File: src/rtl/holy_core_pkg.sv
// Shared trap/CSR definitions for the machine-mode trap controller.
// CSR addresses, interrupt cause codes and the trap FSM state type.
package holy_core_pkg;

    localparam logic [11:0] CSR_MSTATUS = 12'h300;
    localparam logic [11:0] CSR_MIE     = 12'h304;
    localparam logic [11:0] CSR_MTVEC   = 12'h305;
    localparam logic [11:0] CSR_MEPC    = 12'h341;
    localparam logic [11:0] CSR_MCAUSE  = 12'h342;
    localparam logic [11:0] CSR_MIP     = 12'h344;

    localparam logic [30:0] CAUSE_M_SOFT  = 31'd3;
    localparam logic [30:0] CAUSE_M_TIMER = 31'd7;
    localparam logic [30:0] CAUSE_M_EXT   = 31'd11;

    localparam int MCAUSE_IRQ_BIT = 31;

    localparam logic [31:0] IRQ_MASK = 32'h0000_0888;

    typedef enum logic {
        TRAP_IDLE,
        TRAP_WAIT_COMMIT
    } trap_state_t;

endpackage

File: src/rtl/trap_irq_arbiter.sv
// Machine interrupt arbiter: masks pending lines with mie and mstatus.MIE.
// Priority is external > software > timer.
module trap_irq_arbiter
    import holy_core_pkg::*;
(
    input  logic [31:0] mip,
    input  logic [31:0] mie,
    input  logic        mstatus_mie,
    output logic        take_irq,
    output logic [30:0] cause
);

    logic [31:0] pending;

    // Select the highest-priority enabled pending interrupt
    always_comb begin
        pending  = mip & mie;
        take_irq = mstatus_mie & (|pending);
        cause    = '0;
        if (pending[11]) begin
            cause = CAUSE_M_EXT;
        end else if (pending[3]) begin
            cause = CAUSE_M_SOFT;
        end else if (pending[7]) begin
            cause = CAUSE_M_TIMER;
        end
    end

endmodule

File: src/rtl/trap_controller.sv
// Machine-mode trap controller: trap sequencing, MRET and M-mode CSRs.
// Optional vectored mtvec mode is enabled by HOLY_TRAP_VECTORED_EN.
module trap_controller
    import holy_core_pkg::*;
#(
    parameter logic [31:0] MTVEC_RESET = 32'h0000_0000,
    parameter logic [31:0] MIE_RESET   = 32'h0000_0000
)
(
    input  logic        clk,
    input  logic        rst,
    input  logic        exception,
    input  logic [30:0] exception_cause,
    input  logic        m_ret,
    input  logic [31:0] pc,
    input  logic        stall,
    input  logic        irq_software,
    input  logic        irq_timer,
    input  logic        irq_external,
    input  logic [11:0] csr_addr,
    input  logic [31:0] csr_wdata,
    input  logic        csr_we,
    output logic [31:0] csr_rdata,
    output logic        trap,
    output logic [31:0] trap_target,
    output logic [31:0] mret_target,
    output logic        global_ie
);

`ifdef HOLY_TRAP_VECTORED_EN
    localparam logic [31:0] MTVEC_MASK = 32'hFFFF_FFFF;
`else
    localparam logic [31:0] MTVEC_MASK = 32'hFFFF_FFFC;
`endif

    trap_state_t state_q, state_d;
    logic        mstatus_mie_q, mstatus_mie_d;
    logic        mpie_q, mpie_d;
    logic [31:0] mie_q, mie_d;
    logic [31:0] mtvec_q, mtvec_d;
    logic [31:0] mepc_q, mepc_d;
    logic [31:0] mcause_q, mcause_d;

    logic [31:0] mip;
    logic        take_irq;
    logic [30:0] irq_cause;
    logic        csr_wr;

    assign mip = {20'b0, irq_external, 3'b0, irq_timer,
                  3'b0, irq_software, 3'b0};

    trap_irq_arbiter u_arb (
        .mip         (mip),
        .mie         (mie_q),
        .mstatus_mie (mstatus_mie_q),
        .take_irq    (take_irq),
        .cause       (irq_cause)
    );

    // Next-state, trap request and CSR update logic
    always_comb begin
        state_d       = state_q;
        mstatus_mie_d = mstatus_mie_q;
        mpie_d        = mpie_q;
        mie_d         = mie_q;
        mtvec_d       = mtvec_q;
        mepc_d        = mepc_q;
        mcause_d      = mcause_q;
        trap          = 1'b0;
        csr_wr        = csr_we & ~stall;

        unique case (state_q)
            TRAP_IDLE: begin
                trap = exception | take_irq;
                if (trap) begin
                    state_d = stall ? TRAP_WAIT_COMMIT : TRAP_IDLE;
                end
            end
            TRAP_WAIT_COMMIT: begin
                if (!stall) begin
                    state_d = TRAP_IDLE;
                end
            end
            default: state_d = TRAP_IDLE;
        endcase

        if (csr_wr) begin
            unique case (csr_addr)
                CSR_MSTATUS: begin
                    mstatus_mie_d = csr_wdata[3];
                    mpie_d        = csr_wdata[7];
                end
                CSR_MIE:    mie_d    = csr_wdata & IRQ_MASK;
                CSR_MTVEC:  mtvec_d  = csr_wdata & MTVEC_MASK;
                CSR_MEPC:   mepc_d   = {csr_wdata[31:2], 2'b00};
                CSR_MCAUSE: mcause_d = csr_wdata;
                default: ;
            endcase
        end

        if (state_q == TRAP_IDLE && m_ret && !trap && !stall) begin
            mstatus_mie_d = mpie_q;
            mpie_d        = 1'b1;
        end

        if (trap) begin
            mepc_d        = pc;
            mcause_d      = exception ? {1'b0, exception_cause}
                                      : {1'b1, irq_cause};
            mpie_d        = mstatus_mie_q;
            mstatus_mie_d = 1'b0;
        end
    end

    // State and CSR registers
    always_ff @(posedge clk) begin
        if (rst) begin
            state_q       <= TRAP_IDLE;
            mstatus_mie_q <= 1'b0;
            mpie_q        <= 1'b0;
            mie_q         <= MIE_RESET & IRQ_MASK;
            mtvec_q       <= MTVEC_RESET & MTVEC_MASK;
            mepc_q        <= '0;
            mcause_q      <= '0;
        end else begin
            state_q       <= state_d;
            mstatus_mie_q <= mstatus_mie_d;
            mpie_q        <= mpie_d;
            mie_q         <= mie_d;
            mtvec_q       <= mtvec_d;
            mepc_q        <= mepc_d;
            mcause_q      <= mcause_d;
        end
    end

    // Combinational CSR read mux
    always_comb begin
        csr_rdata = '0;
        unique case (csr_addr)
            CSR_MSTATUS: csr_rdata = {24'b0, mpie_q, 3'b0,
                                      mstatus_mie_q, 3'b0};
            CSR_MIE:     csr_rdata = mie_q;
            CSR_MTVEC:   csr_rdata = mtvec_q;
            CSR_MEPC:    csr_rdata = mepc_q;
            CSR_MCAUSE:  csr_rdata = mcause_q;
            CSR_MIP:     csr_rdata = mip;
            default:     csr_rdata = '0;
        endcase
    end

`ifdef HOLY_TRAP_VECTORED_EN
    logic        sel_irq;
    logic [29:0] sel_cause;

    // Vector interrupts off the live cause on the trap cycle, else mcause
    always_comb begin
        sel_irq     = trap ? ~exception : mcause_q[MCAUSE_IRQ_BIT];
        sel_cause   = trap ? irq_cause[29:0] : mcause_q[29:0];
        trap_target = {mtvec_q[31:2], 2'b00};
        if (mtvec_q[1:0] == 2'b01 && sel_irq) begin
            trap_target = {mtvec_q[31:2], 2'b00} + {sel_cause, 2'b00};
        end
    end
`else
    assign trap_target = {mtvec_q[31:2], 2'b00};
`endif

    assign mret_target = mepc_q;
    assign global_ie   = mstatus_mie_q;

endmodule

File: config.mk
export PLATFORM = sky130hd
export DESIGN_NAME = trap_controller
export DESIGN_NICKNAME = d
export VERILOG_FILES = /design/src/rtl/holy_core_pkg.sv /design/src/rtl/trap_irq_arbiter.sv /design/src/rtl/trap_controller.sv
export SDC_FILE = /design/constraint.sdc
export NUM_CORES = 1
export LEC_CHECK = 0
export CAP_MARGIN = 5
export CORE_MARGIN = 2
export CORE_UTILIZATION = 43
export DETAILED_ROUTE_END_ITERATION = 12
export GPL_ROUTABILITY_DRIVEN = 0
export GPL_TIMING_DRIVEN = 0
export PLACE_DENSITY = 0.81
export SYNTH_ARGS = -nofsm -noshare
export SYNTH_HDL_FRONTEND = slang
export SYNTH_SLANG_ARGS = --single-unit
File: constraint.sdc
create_clock -name clk -period 4.2 [get_ports clk]
set_input_delay 1.05 -clock clk [delete_from_list [all_inputs] [get_ports clk]]
set_output_delay 1.05 -clock clk [all_outputs]
set_load 0.02 [all_outputs]
==> results of run 1 <==
## critical path: cells and delay by family
family                 cells  cell delay, ns
AND/OR/NAND/NOR            3            1.07
AO/OA/AOI/OAI              1            0.08
buffers and inverters      4            0.94
## registers in the layout (all words and copies together), names as in the netlist
signal       count
mtvec_q         30
mie_q            3
mret_target     32
mpie_q           1
state_q          1
mcause_q        32
global_ie        1
## power groups by stage
stage / logic, mW / registers, mW / clock network (mW)
floorplan: 0.129 / 1.06 / 0
global placement: 0.352 / 1.04 / 0
detailed placement: 0.360 / 1.04 / 0
CTS: 0.365 / 1.02 / 0.839
global route: 0.395 / 1.03 / 0.874
finish: 0.370 / 1.02 / 0.842
## final timing paths
| check | to | slack [ns] | cells past startpoint |
|---|---|---|---|
| max | csr_rdata[26] | 0.00009 | 8 |
| min | mtvec_q[24] | 0.47 | 2 |
| max reg2reg | mret_target[23] | 1.81 | 6 |
| min reg2reg | mtvec_q[24] | 0.47 | 2 |
## per-layer routing
metal,part of all wire [%],vias up,track usage [%]
met5,0,-,0
met4,3.2,0,12.8
met3,10,72,6.07
met2,49,429,54.7
met1,38,2835,39.5
li1,-,2766,-
## stage by stage
stage / instances / util, %
2_1_floorplan: 659 / -
3_3_place_gp: 1011 / 63.6
3_5_place_dp: 1011 / 63.6
4_1_cts: 1035 / 67.0
5_1_grt: 1037 / 67.3
6_report: 1037 / 67.3
## layout make-up
cell class | count | area, µm² | area share (%)
inverters | 33 | 128 | 1.67
flip-flops and latches | 100 | 2000 | 26.3
multi-input cells | 466 | 2560 | 33.7
clock inverters | 5 | 61.3 | 0.804
plain buffers | 57 | 330 | 4.33
well taps | 143 | 179 | 2.35
clock buffers | 11 | 233 | 3.05
repair buffers | 222 | 2120 | 27.9
## placed cells by master (no fill, tap or decap), drive strengths merged, types with 3 or more instances in the layout
| master | instances |
|---|---|
| a211oi | 5 |
| clkdlybuf4s50 | 177 |
| a21oi | 65 |
| nand3 | 7 |
| dfxtp | 100 |
| a22o | 5 |
| buf | 53 |
| nand2b | 3 |
| mux2i | 12 |
| nor3 | 5 |
| a22oi | 3 |
| nor2b | 4 |
| clkinvlp | 4 |
| a21o | 26 |
| inv | 33 |
| o21ai | 31 |
| nand2 | 155 |
| nor2 | 68 |
| a222oi | 27 |
| a311oi | 30 |
| clkbuf | 57 |
## cells in the mapped netlist
cell type	number
conb_1	1
nand2b_1	3
dfxtp_1	100
buf_6	3
nor2_1	67
a22o_1	5
buf_2	9
a221oi_1	2
a311oi_1	30
and2b_1	1
nor4_1	2
or4b_4	2
nor3b_1	2
o21ai_0	31
o22ai_1	1
a211oi_1	5
nand3b_1	1
a21oi_1	65
inv_1	33
mux2_2	2
a31o_2	1
nand4_1	1
nor2b_1	4
nand3_1	7
nor3_1	5
a22oi_1	3
a21o_1	26
clkbuf_2	1
buf_4	2
a222oi_1	27
or4_1	1
nor2_2	1
nand2_1	155
or2_1	1
mux2i_1	12
clkbuf_1	45
or4_4	1
## timing repair
action / 4_1_cts / 5_1_grt
pin swaps: 5 / 2
setup buffers: 9 / 2
resized for setup: 146 / 18
cloned: 1 / 1
setup endpoints to repair: 33 / 24
## cells by family (layout without fill, tap and decap cells)
kind of cell,Yosys count,after routing,synth area share (%)
compound gates,196,196,27.3
buf+inv,93,328,7.94
flops,100,100,40.6
mux,14,14,2.89
other cells,1,2,0.0761
simple gates,254,254,21.2
==> results.md, run 1 <==
- ANT cells: 0
- Syn avg cell area: approximately 7.5 µm²
- CP Launch Point: csr_addr[4]
- Largest net degree at the start of global routing: 17
- Port buffer count: 209
- Post-synth top area cell: dfxtp_1
- Critical Path AT: roughly 3.2 ns
- CTS buffer count: 9
- Setup CP Type: primary input to primary output
- Fillers: 960
- LEAKAGE: between 3 and 4 nW
- CTS Hold Buffers Added: 0
- #FFs+latches synth: 100
- Initial antenna violation count: 0
- Share of layout cells above drive strength 1: 9.96%
- Vias: 6102
- Peak supply drop: 0.242 mV
- Slew margin rel.: between 50 and 60%
- Clock transition at the registers of the reported paths: ~0.070 ns
- Dpl ws: -1.10 ns
- WL final: slightly above 20000 µm
- Worst stage delay on the critical path: between 0.5 and 0.6 ns
- DP HPWL: ~15000 µm
- H-tree depth: 3
- Yosys top cell area share: roughly 40%
- Max stage delay cell, worst path: or4b_4
- Post-Syn Instances: roughly 660
- Tmin final: ~4.2 ns
- Core area: 11300 µm²
- CTS tree: yes
- Worst-Skew Late Latency: between 0.3 and 0.4 ns
- Initial DRC count: 776
- Critical hold path startpoint: mtvec_q[24]
- Final Hold Viols: 0
- Clock power share: between 30% and 40%
- Post-synthesis sequential area ratio: approximately two fifths
- Largest fanout on the critical path: 10
- RSZ-0062 raised after global routing: yes
- First-pass GRT wire length: ~31000 µm
- Chip width: around 110 µm
- Yosys cell types: 37
- Vias/cell: 5.88
- Tcrit/Tclk final: 100%
- HP Class: flop to flop
- Synth-to-Final Area Change: 54.6%
- Final Skew: between 0.005 and 0.006 ns
- Status: completed
- Initial core utilization: approximately 44%
- Internal: around 1.6 mW
- CP required: 3.15 ns
- NumNets Final: 1005
- Endpoints failing setup: 0
- Pins Over Slew Limit: 0
- Switch share: 26.3%
- Sequential share of power: between 40% and 50%
- Number of global-route vias before repair: between 5000 and 6000
- Comb power frac: around 17%
- Final setup margin: between 0.00008 and 0.00009 ns
- Residual DRC count: 0
- Max Cap Viol: 0
- Tot Pwr: about 2.2 mW
- Fin area: around 7600 µm²
- Placed instance area: 7200 µm²
- Num rows: 39
- Root Buffer: clkbuf_16
- Startpoint types: primary input
- DRT antenna net count: 0
- Chip height: between 100 and 150 µm
- Yosys Warn Count: 0
- Total grt overflow: 0
- Switching power: about 600 µW
- Setup tns final: 0 ns
- CTS max path bufs: 2
- Die area: between 10000 and 15000 µm²
- 1st-pass router iterations: 6
- I/O pins: approximately 210
- Max Clk Rate: 238 MHz
- Mean routed wirelength per cell: 19.9 µm
- Reg2reg start: mie_q[11]
- Power Density: between 200 and 300 nW/µm²
- Ranking of synthesized cells by area: dfxtp_1 41%, nand2_1 12%, a21oi_1 6.6%
- Worst-Margin Slew: about 0.73 ns
- Post-Synthesis Cell Area: ~5000 µm²
- CP endpoint kind: primary output
- CP Cell Sequence: clkdlybuf4s50_1 > or4b_4 > or2_4 > nor2_4 > clkbuf_8 > a222oi_1 > inv_1 > clkdlybuf4s15_2
- Fin Hold WS: about 0.47 ns
- Sink Count: 100
- GRT Resource Usage Total: a little under a third
Power figures use the tool's default switching activity.
==> run 2, diff against run 1 <==
- GPL_ROUTABILITY_DRIVEN: 0 -> not set
- PLACE_DENSITY: 0.81 -> 0.86
==> run 2 against run 1 <==
The run now ends with setup timing left; hold slack worse by 0.0025 ns; first-iteration DRC count down 17%; combinational power barely moved; utilization up 0.066 points; non-clock buffer count stayed put; largest cell class unchanged.
==> results.md, run 2 (synthesis gave the netlist of run 1 again) <==
- Num rows: 39
- Top cell family by delay on the critical path: simple AND/OR/NAND/NOR gates
- Max Cap Viol: 0
- Clock transition at the registers of the reported paths: around 0.070 ns
- CP endpoint kind: primary output
- DRT antenna net count: 0
- Startpoint types: primary input
- CP required: 3.15 ns
- Synth-to-Final Area Change: 54.7%
- Internal: 1.62 mW
- Residual DRC count: 0
- Power Density: between 200 and 300 nW/µm²
- Worst-Margin Slew: between 0.6 and 0.7 ns
- Failing checks: setup timing
- Top sig layer: met4
- Largest net degree at the start of global routing: 18
- Dpl ws: -1.12 ns
- Worst hold stages: 2
- CTS max path bufs: 2
- CP Cell Sequence: clkdlybuf4s50_1 > or4b_4 > or2_4 > nor2_4 > buf_4 > buf_6 > a222oi_1 > inv_1 > buf_4
- Reg2reg start: mie_q[11]
- Leading cell type in the layout, fill and taps excluded: clkdlybuf4s50_1
- HP Class: flop to flop
- Hold EP: mtvec_q[25]
- Commonest cells after routing, fill and taps aside: 176 x clkdlybuf4s50_1, 155 x nand2_1, 100 x dfxtp_1, 65 x nor2_1, 65 x a21oi_1
- CTS buffer count: 9
- Switch share: roughly 27%
- Worst stage delay on the critical path: approximately 0.58 ns
- Core area: approximately 11000 µm²
- Chip height: approximately 110 µm
- Sequential share of power: a little under half
- Port buffer count: 209
- Die area: about 12000 µm²
- R2R setup slack: 1.86 ns
- Tcrit/Tclk final: 100%
- Initial core utilization: roughly 44%
- R2R cell count: 6
- WL met3: about 2000 µm
- LEAKAGE: just over 3 nW
- Metal2 WL: 9540 µm
- RSZ-0062 raised after global routing: yes
- Worst-Skew Late Latency: 0.34 ns
- Vias: 5985
- WL met1: a little under 8000 µm
- Gpl congestion: 0.979
- Setup CP Type: primary input to primary output
- Peak supply drop: between 0.2 and 0.25 mV
- Mean routed wirelength per cell: around 19 µm
- Setup tns final: -0.0215 ns
- Max Clk Rate: 237 MHz
- Comb power frac: between 10% and 20%
- GRT Resource Usage Total: ~31%
- Endpoints failing setup: 2
- Sink Count: 100
- H-tree depth: 3
- Status: finished with violations
- I/O pins: 214
- Fin util: just under 70%
- 1st-pass router iterations: 8
- Finished Layout Cells: approximately 1000
- Root Buffer: clkbuf_16
- Final Skew: 0.00899 ns
- Tmin final: 4.21 ns
- NumNets Final: around 1000
- Critical hold path startpoint: mtvec_q[25]
- Number of global-route vias before repair: around 5900
- Most used cell, CP: buf_4
- Chip width: ~110 µm
- Switching power: 599 µW
- Worst Path Buf+Inv: 5
- Final setup margin: -0.0114 ns
- ANT cells: 0
- WL final: 19700 µm
- Total grt overflow: 0
- Final Hold Viols: 0
- Slew margin rel.: between 50% and 60%
- Worst r2r dst: mret_target[6]
- Pins Over Slew Limit: 0
- Critical Path AT: roughly 3.2 ns
- Initial antenna violation count: 0
- Clock power share: between 30% and 40%
- DP HPWL: 14100 µm
- Placed Cells: 1011
- Vias/cell: 5.77
- First-pass GRT wire length: ~30000 µm
- Share of layout cells above drive strength 1: 10.2%
- Largest fanout on the critical path: 5
- CTS tree: yes
- Max stage delay cell, worst path: or4b_4
- Initial DRC count: between 600 and 700
-- run 2: layout make-up --
| cell class | instances | area (µm²) |
|---|---|---|
| plain buffers | 57 | 334 |
| fillers | 977 | 3690 |
| clock inverters | 5 | 41.3 |
| well taps | 143 | 179 |
| clock buffers | 11 | 253 |
| inverters | 33 | 128 |
| flip-flops and latches | 100 | 2000 |
| multi-input cells | 466 | 2560 |
| repair buffers | 222 | 2130 |
-- run 2: how the worst max path moves through the flow --
| stage | from | end | slack, ns | depth (start not counted) |
|---|---|---|---|---|
| 4_1_cts | csr_addr[9] | csr_rdata[17] | 0.001 | 9 |
| 6_report | csr_addr[5] | csr_rdata[19] | -0.01 | 9 |
| 5_1_grt | csr_addr[5] | csr_rdata[28] | -0.03 | 9 |
| 3_5_place_dp | csr_addr[8] | csr_rdata[3] | -1.12 | 9 |
| 3_3_place_gp | csr_addr[8] | csr_rdata[7] | -1.16 | 9 |
| 2_1_floorplan | csr_addr[5] | csr_rdata[3] | 0.39 | 7 |
-- run 2: through the flow --
stage	total power, mW	area (µm²)	hold WS, ns
after floorplan	1.19	4930	0.486
after global placement	1.39	7200	0.453
after detailed placement	1.40	7200	0.461
after CTS	2.21	7590	0.471
after global routing	2.28	7630	0.498
final	2.22	7630	0.471
-- run 2: power by group through the flow --
stage | clock network [mW] | registers [mW] | logic (mW)
final | 0.833 | 1.02 | 0.367
after global routing | 0.864 | 1.02 | 0.392
after CTS | 0.826 | 1.02 | 0.363
after detailed placement | 0 | 1.04 | 0.359
after global placement | 0 | 1.04 | 0.354
after floorplan | 0 | 1.06 | 0.129
-- run 2: worst register-to-register path, cell delays in order (launching register included) --
cell and delay, ns:
dfxtp_1 0.34, a22oi_1 0.28, a21oi_1 0.19, nand2b_2 0.19, clkbuf_1 0.45, clkbuf_1 0.55
a311oi_1 0.19
-- run 2: layer usage --
metal,GRT usage [%],up-vias
li1,-,2765
met1,37.7,2800
met2,52.6,385
met3,6.89,35
met4,10.5,0
met5,0,-
-- run 2: timing repair --
action,in CTS,in global routing
hold buffers,0,0
pin swaps,4,2
gates resized for setup,149,30
setup endpoints to repair,33,20
hold endpoints to repair,0,0
cloned,1,1
setup buffers,9,2
==> run 3, diff against run 2 <==
- CTS_CLUSTER_SIZE: not set -> 25
==> results of run 3 <==
The final DEF is identical to that of run 2; final timing and power are the same.
